==> config.mk <==
export PLATFORM = sky130hd
export DESIGN_NAME = serial_to_parallel
export DESIGN_NICKNAME = d
export VERILOG_FILES = /design/src/rtl/serial_to_parallel.sv
export SDC_FILE = /design/constraint.sdc
export NUM_CORES = 1
export LEC_CHECK = 0
export BUFFER_PORTS_ARGS = -buffer_cell sky130_fd_sc_hd__buf_2
export CAP_MARGIN = 10
export CORE_UTILIZATION = 45
export CTS_CLUSTER_DIAMETER = 150
export DETAILED_ROUTE_END_ITERATION = 7
export PLACE_DENSITY_LB_ADDON = 0.3
export REMOVE_ABC_BUFFERS = 1
export SETUP_SLACK_MARGIN = 0.1
export SYNTH_ARGS = -nofsm -noshare
export SYNTH_HDL_FRONTEND = slang
export SYNTH_SLANG_ARGS = --single-unit
==> constraint.sdc <==
create_clock -name clk -period 4.3 [get_ports clk]
set_input_delay 0.645 -clock clk [delete_from_list [all_inputs] [get_ports clk]]
set_output_delay 0.645 -clock clk [all_outputs]
set_load 0.01 [all_outputs]
==> src/rtl/serial_to_parallel.sv <==
// ----------------------------------------------------------------------------
// serial_to_parallel
//   Deserializer for the registered serial bit stream coming from the upstream
//   D flip-flop stage. It collects WIDTH qualified bits into a word. The word
//   is then held in a one-word valid/ready output buffer. If a word completes
//   while the buffer is still full, that word is dropped and the sticky
//   overrun flag is raised.
//
// Parameters
//   WIDTH      bits per word (2..32)
//   MSB_FIRST  1: first received bit ends up in dout[WIDTH-1]
//              0: first received bit ends up in dout[0]
//
// Ports
//   clk        in   rising-edge clock
//   reset      in   asynchronous, active-low reset
//   din        in   serial data bit
//   din_valid  in   din is qualified on this edge
//   sync       in   frame restart: discard the partial word
//   dout       out  assembled word (WIDTH bits)
//   dout_valid out  dout holds an unconsumed word
//   dout_ready in   consumer takes dout on this edge
//   overrun    out  sticky: a completed word was dropped
//   clr_ovr    in   clears overrun (a simultaneous drop wins)
//   bit_cnt    out  bits held in the current partial word
//
// Output buffer states
//   state   | meaning
//   S_EMPTY | no word pending, dout_valid = 0, dout keeps its last value
//   S_FULL  | dout holds an unconsumed word, dout_valid = 1
// ----------------------------------------------------------------------------
module serial_to_parallel #(
    parameter int WIDTH     = 8,
    parameter bit MSB_FIRST = 1'b1
) (
    input  logic             clk,
    input  logic             reset,
    input  logic             din,
    input  logic             din_valid,
    input  logic             sync,
    output logic [WIDTH-1:0] dout,
    output logic             dout_valid,
    input  logic             dout_ready,
    output logic             overrun,
    input  logic             clr_ovr,
    output logic [4:0]       bit_cnt
);

    typedef enum logic {
        S_EMPTY = 1'b0,
        S_FULL  = 1'b1
    } state_t;

    state_t           r_state;
    logic [WIDTH-1:0] r_shift;
    logic [WIDTH-1:0] r_dout;
    logic [4:0]       r_cnt;
    logic             r_ovr;

    logic             w_last;
    logic             w_complete;
    logic [WIDTH-1:0] w_shifted;
    logic [WIDTH-1:0] w_seed;

    assign w_last = (r_cnt == 5'(WIDTH - 1));

    // sync always wins over completion, so a sync on the last bit yields no word.
    assign w_complete = din_valid && !sync && w_last;

    // Shift register contents after taking din. On the completing edge this
    // is the finished word.
    assign w_shifted = MSB_FIRST ? {r_shift[WIDTH-2:0], din}
                                 : {din, r_shift[WIDTH-1:1]};

    // This is the first bit of a new frame when sync and din_valid
    // arrive together.
    assign w_seed = MSB_FIRST ? {{(WIDTH-1){1'b0}}, din}
                              : {din, {(WIDTH-1){1'b0}}};

    always_ff @(posedge clk or negedge reset) begin
        if (!reset) begin
            r_shift <= '0;
            r_cnt   <= '0;
        end else if (sync) begin
            r_shift <= din_valid ? w_seed : '0;
            r_cnt   <= din_valid ? 5'd1 : 5'd0;
        end else if (din_valid) begin
            if (w_last) begin
                r_shift <= '0;
                r_cnt   <= '0;
            end else begin
                r_shift <= w_shifted;
                r_cnt   <= r_cnt + 5'd1;
            end
        end
    end

    always_ff @(posedge clk or negedge reset) begin
        if (!reset) begin
            r_state <= S_EMPTY;
            r_dout  <= '0;
            r_ovr   <= 1'b0;
        end else begin
            // A drop assigned later in this block overrides the clear.
            if (clr_ovr)
                r_ovr <= 1'b0;
            case (r_state)
                S_EMPTY: begin
                    if (w_complete) begin
                        r_dout  <= w_shifted;
                        r_state <= S_FULL;
                    end
                end
                S_FULL: begin
                    if (dout_ready) begin
                        // Reload on the same edge when a new word completes,
                        // so there is no empty cycle between words.
                        if (w_complete)
                            r_dout <= w_shifted;
                        else
                            r_state <= S_EMPTY;
                    end else if (w_complete) begin
                        r_ovr <= 1'b1;
                    end
                end
                default: r_state <= S_EMPTY;
            endcase
        end
    end

    assign dout       = r_dout;
    assign dout_valid = (r_state == S_FULL);
    assign overrun    = r_ovr;
    assign bit_cnt    = r_cnt;

endmodule
==> impl_metrics.env <==
export IMPL_start_util_pct=50.0
export IMPL_max_freq_mhz=623
export IMPL_worst_clock_skew_ns=0.00289
export IMPL_yosys_top_cells_area="dfrtp_1 (62%), mux2_2 (10%), a22o_1 (7.9%), nand3_4 (2.0%), xor2_1 (2.0%)"
export IMPL_synthArstFlopShare_pct=100
export IMPL_fin_crit_ns=1.60
export IMPL_cts_resized=0
export IMPL_antenna_found_initial=0
export IMPL_cp_end_kind="register"
export IMPL_synth_top_area_share_pct=61.8
export IMPL_firstDrtPassIters=3
export IMPL_crit_family="simple AND/OR/NAND/NOR gates"
export IMPL_drtAntennaViolNets=0
export IMPL_yosys_area_share_simple_pct=12.4
export IMPL_synth_compound_area_share_pct=11.5
export IMPL_syn_to_final_growth_pct=20.8
export IMPL_drtIter0Drc=13
export IMPL_fp_dieW_um=46.5
export IMPL_place_hpwl_um=1010
export IMPL_irDropWorstVdd_uv=238
export IMPL_yosys_most_used_dff="dfrtp_1"
export IMPL_gp_congestion=0.779
export IMPL_grt_max_degree=23
export IMPL_fp_row_count=15
export IMPL_via_per_inst=5.25
export IMPL_clockPowerShare_pct=39.7
export IMPL_p_leak_nw=0.582
export IMPL_seqPwrFrac_pct=54.5
export IMPL_syn_inst=63
export IMPL_crit_buf_inv=0
export IMPL_synth_top_family_by_area="simple AND/OR/NAND/NOR gates"
export IMPL_grt_util_met1_pct=23.8
export IMPL_clk_pin_slew_ns=0.12
export IMPL_synth_area_um2=891
export IMPL_place_area_mm2=0.00102
export IMPL_final_cell_area_mm2=0.00108
export IMPL_hold_buffers=0
export IMPL_finalMaxSlewViolations=0
export IMPL_switching_share_pct=20.3
export IMPL_grt_pass1_wl_um=2370
export IMPL_crit_required_ns=4.55
export IMPL_track_usage_pct=16.6
export IMPL_tightest_slew_ns=0.670
export IMPL_core_mm2=0.00178
export IMPL_synth_edf_count=0
export IMPL_post_route_drc_count=0
export IMPL_worstSetupPathType="reg -> reg"
export IMPL_io_buffers=21
export IMPL_antennaDiodeCount=0
export IMPL_startpoint_type="register"
export IMPL_ys_types=22
export IMPL_worst_slack_ns=2.70
export IMPL_mostFrequentLayoutCells="dfrtp_1 (22), buf_2 (21), mux2_2 (8), a22o_1 (8)"
export IMPL_cts_tree="yes"
export IMPL_synth_avg_cell_area_um2=14.1
export IMPL_finalSetupTns_ns=0
export IMPL_grt_pass1_vias=506
export IMPL_die_area_mm2=0.00216
export IMPL_p_int_uw=315
export IMPL_wl_per_cell_um=12.9
export IMPL_drive_gt1_share_pct=41.4
export IMPL_comb_power_share_pct=5.8
export IMPL_crit_fanout=7
export IMPL_grt_busiest_layer="met1"
export IMPL_cts_inserted_buffers=3
export IMPL_pre_cts_ws_ns=2.57
export IMPL_final_common_cell="dfrtp_1"
export IMPL_ys_seq_area_share_pct=61.8
export IMPL_critPathMaxStageDelay_ns=0.45
export IMPL_ios=22
export IMPL_reg2reg_from="bit_cnt[0]$_DFFE_PN0P_"
export IMPL_power_switching_uw=80.3
export IMPL_ctsHtreeMaxLevel=1
export IMPL_post_cts_buffers=0
export IMPL_synth_xor_area_share_pct=1.97
export IMPL_die_h_um=46.5
export IMPL_grt_ovfl_total=0
export IMPL_slew_headroom_pct=55.2
export IMPL_fin_cells=112
export IMPL_cts_buffer_depth=2
export IMPL_cp_arrival_ns=1.85
export IMPL_finalPower_uw=395
export IMPL_finalCoreUtilization_pct=60.4
export IMPL_vias=588
export IMPL_rsz0062_at_grt="false"
export IMPL_dp_cells=108
export IMPL_finalHoldViolations=0
export IMPL_clk_latency_ns=0.30
export IMPL_synth_warnings=0
export IMPL_synth_mux_area_fraction_pct=10.1
export IMPL_slowest_stage="dfrtp_1"
export IMPL_met3_usage_pct=4.71
export IMPL_setup_viol=0
export IMPL_clock_sinks=22
export IMPL_use_met2_pct=21.4
export IMPL_critPathLaunch="bit_cnt[0]$_DFFE_PN0P_"
export IMPL_ys_seq_elements=22
export IMPL_yosysTopAreaCell="dfrtp_1"
export IMPL_nets=96
export IMPL_finalCritPeriodShare_pct=37.3
export IMPL_synth_adder_area_share_pct=1.40
export IMPL_status="completed"
export IMPL_p_per_area_mw_per_mm2=367
export IMPL_whs_ns=0.270
export IMPL_root_buffer="clkbuf_4"
export IMPL_routed_wl_um=1440
export IMPL_cap_violations=0
export IMPL_critical_path_cell_chain="ha_1 > and4bb_4 > nor2b_1 > a22o_1"
export IMPL_hold_path_class="in -> async"
flip-flops by register name (all words and copies together), names as in the netlist:
register    count
r_shift         7
bit_cnt         5
dout_valid      1
dout            8
overrun         1
synthesized netlist by cell type, types with 2 or more instances:
cell type  instances
nor2_1             3
dfrtp_1           22
nand2b_1           2
nand2_1            3
mux2_2             8
a22o_1             8
xor2_1             2
metal layers:
layer	wire length [um]	vias to the layer above
li1	-	282
met1	736	290
met2	635	14
met3	58	2
met4	12	0
met5	0	-
layout make-up:
type | instances | area [um2]
tap | 25 | 31.3
sequential | 22 | 551
fill | 161 | 707
timing repair buffer | 21 | 105
inverter | 1 | 3.75
clock buffer | 3 | 22.5
clock inverter | 1 | 30.0
multi-input combinational | 39 | 333
power groups by stage:
stage / clock [mW] / sequential [mW] / combinational [mW]
finish: 0.157 / 0.215 / 0.0230
global route: 0.170 / 0.216 / 0.0261
CTS: 0.162 / 0.215 / 0.0236
detailed placement: 0 / 0.219 / 0.0234
global placement: 0 / 0.219 / 0.0230
floorplan: 0 / 0.220 / 0.00979
path summary, 6_finish.rpt:
check | cells after the start | slack, ns | endpoint
hold / removal | 1 | 0.27 | overrun$_DFF_PN0_
setup reg to reg | 4 | 2.70 | r_shift[1]$_DFFE_PN0P_
min in group clk | 2 | 0.51 | overrun$_DFF_PN0_
setup / recovery | 4 | 2.70 | r_shift[1]$_DFFE_PN0P_
hold reg to reg | 1 | 0.51 | dout[6]$_DFFE_PN0P_
max in group asynchronous | 1 | 3.71 | dout[0]$_DFFE_PN0P_
logic make-up (layout without fill, tap and decap cells):
kind of cell / Yosys count / count (layout)
buffers and inverters: 2 / 26
muxes: 8 / 8
AOI/OAI and AO/OA: 12 / 12
DFF: 22 / 22
adders and majority gates: 1 / 1
xor gates and xnor gates: 2 / 2
and+or+nand+nor: 16 / 16
No activity file was read; power rests on OpenSTA's default activity.
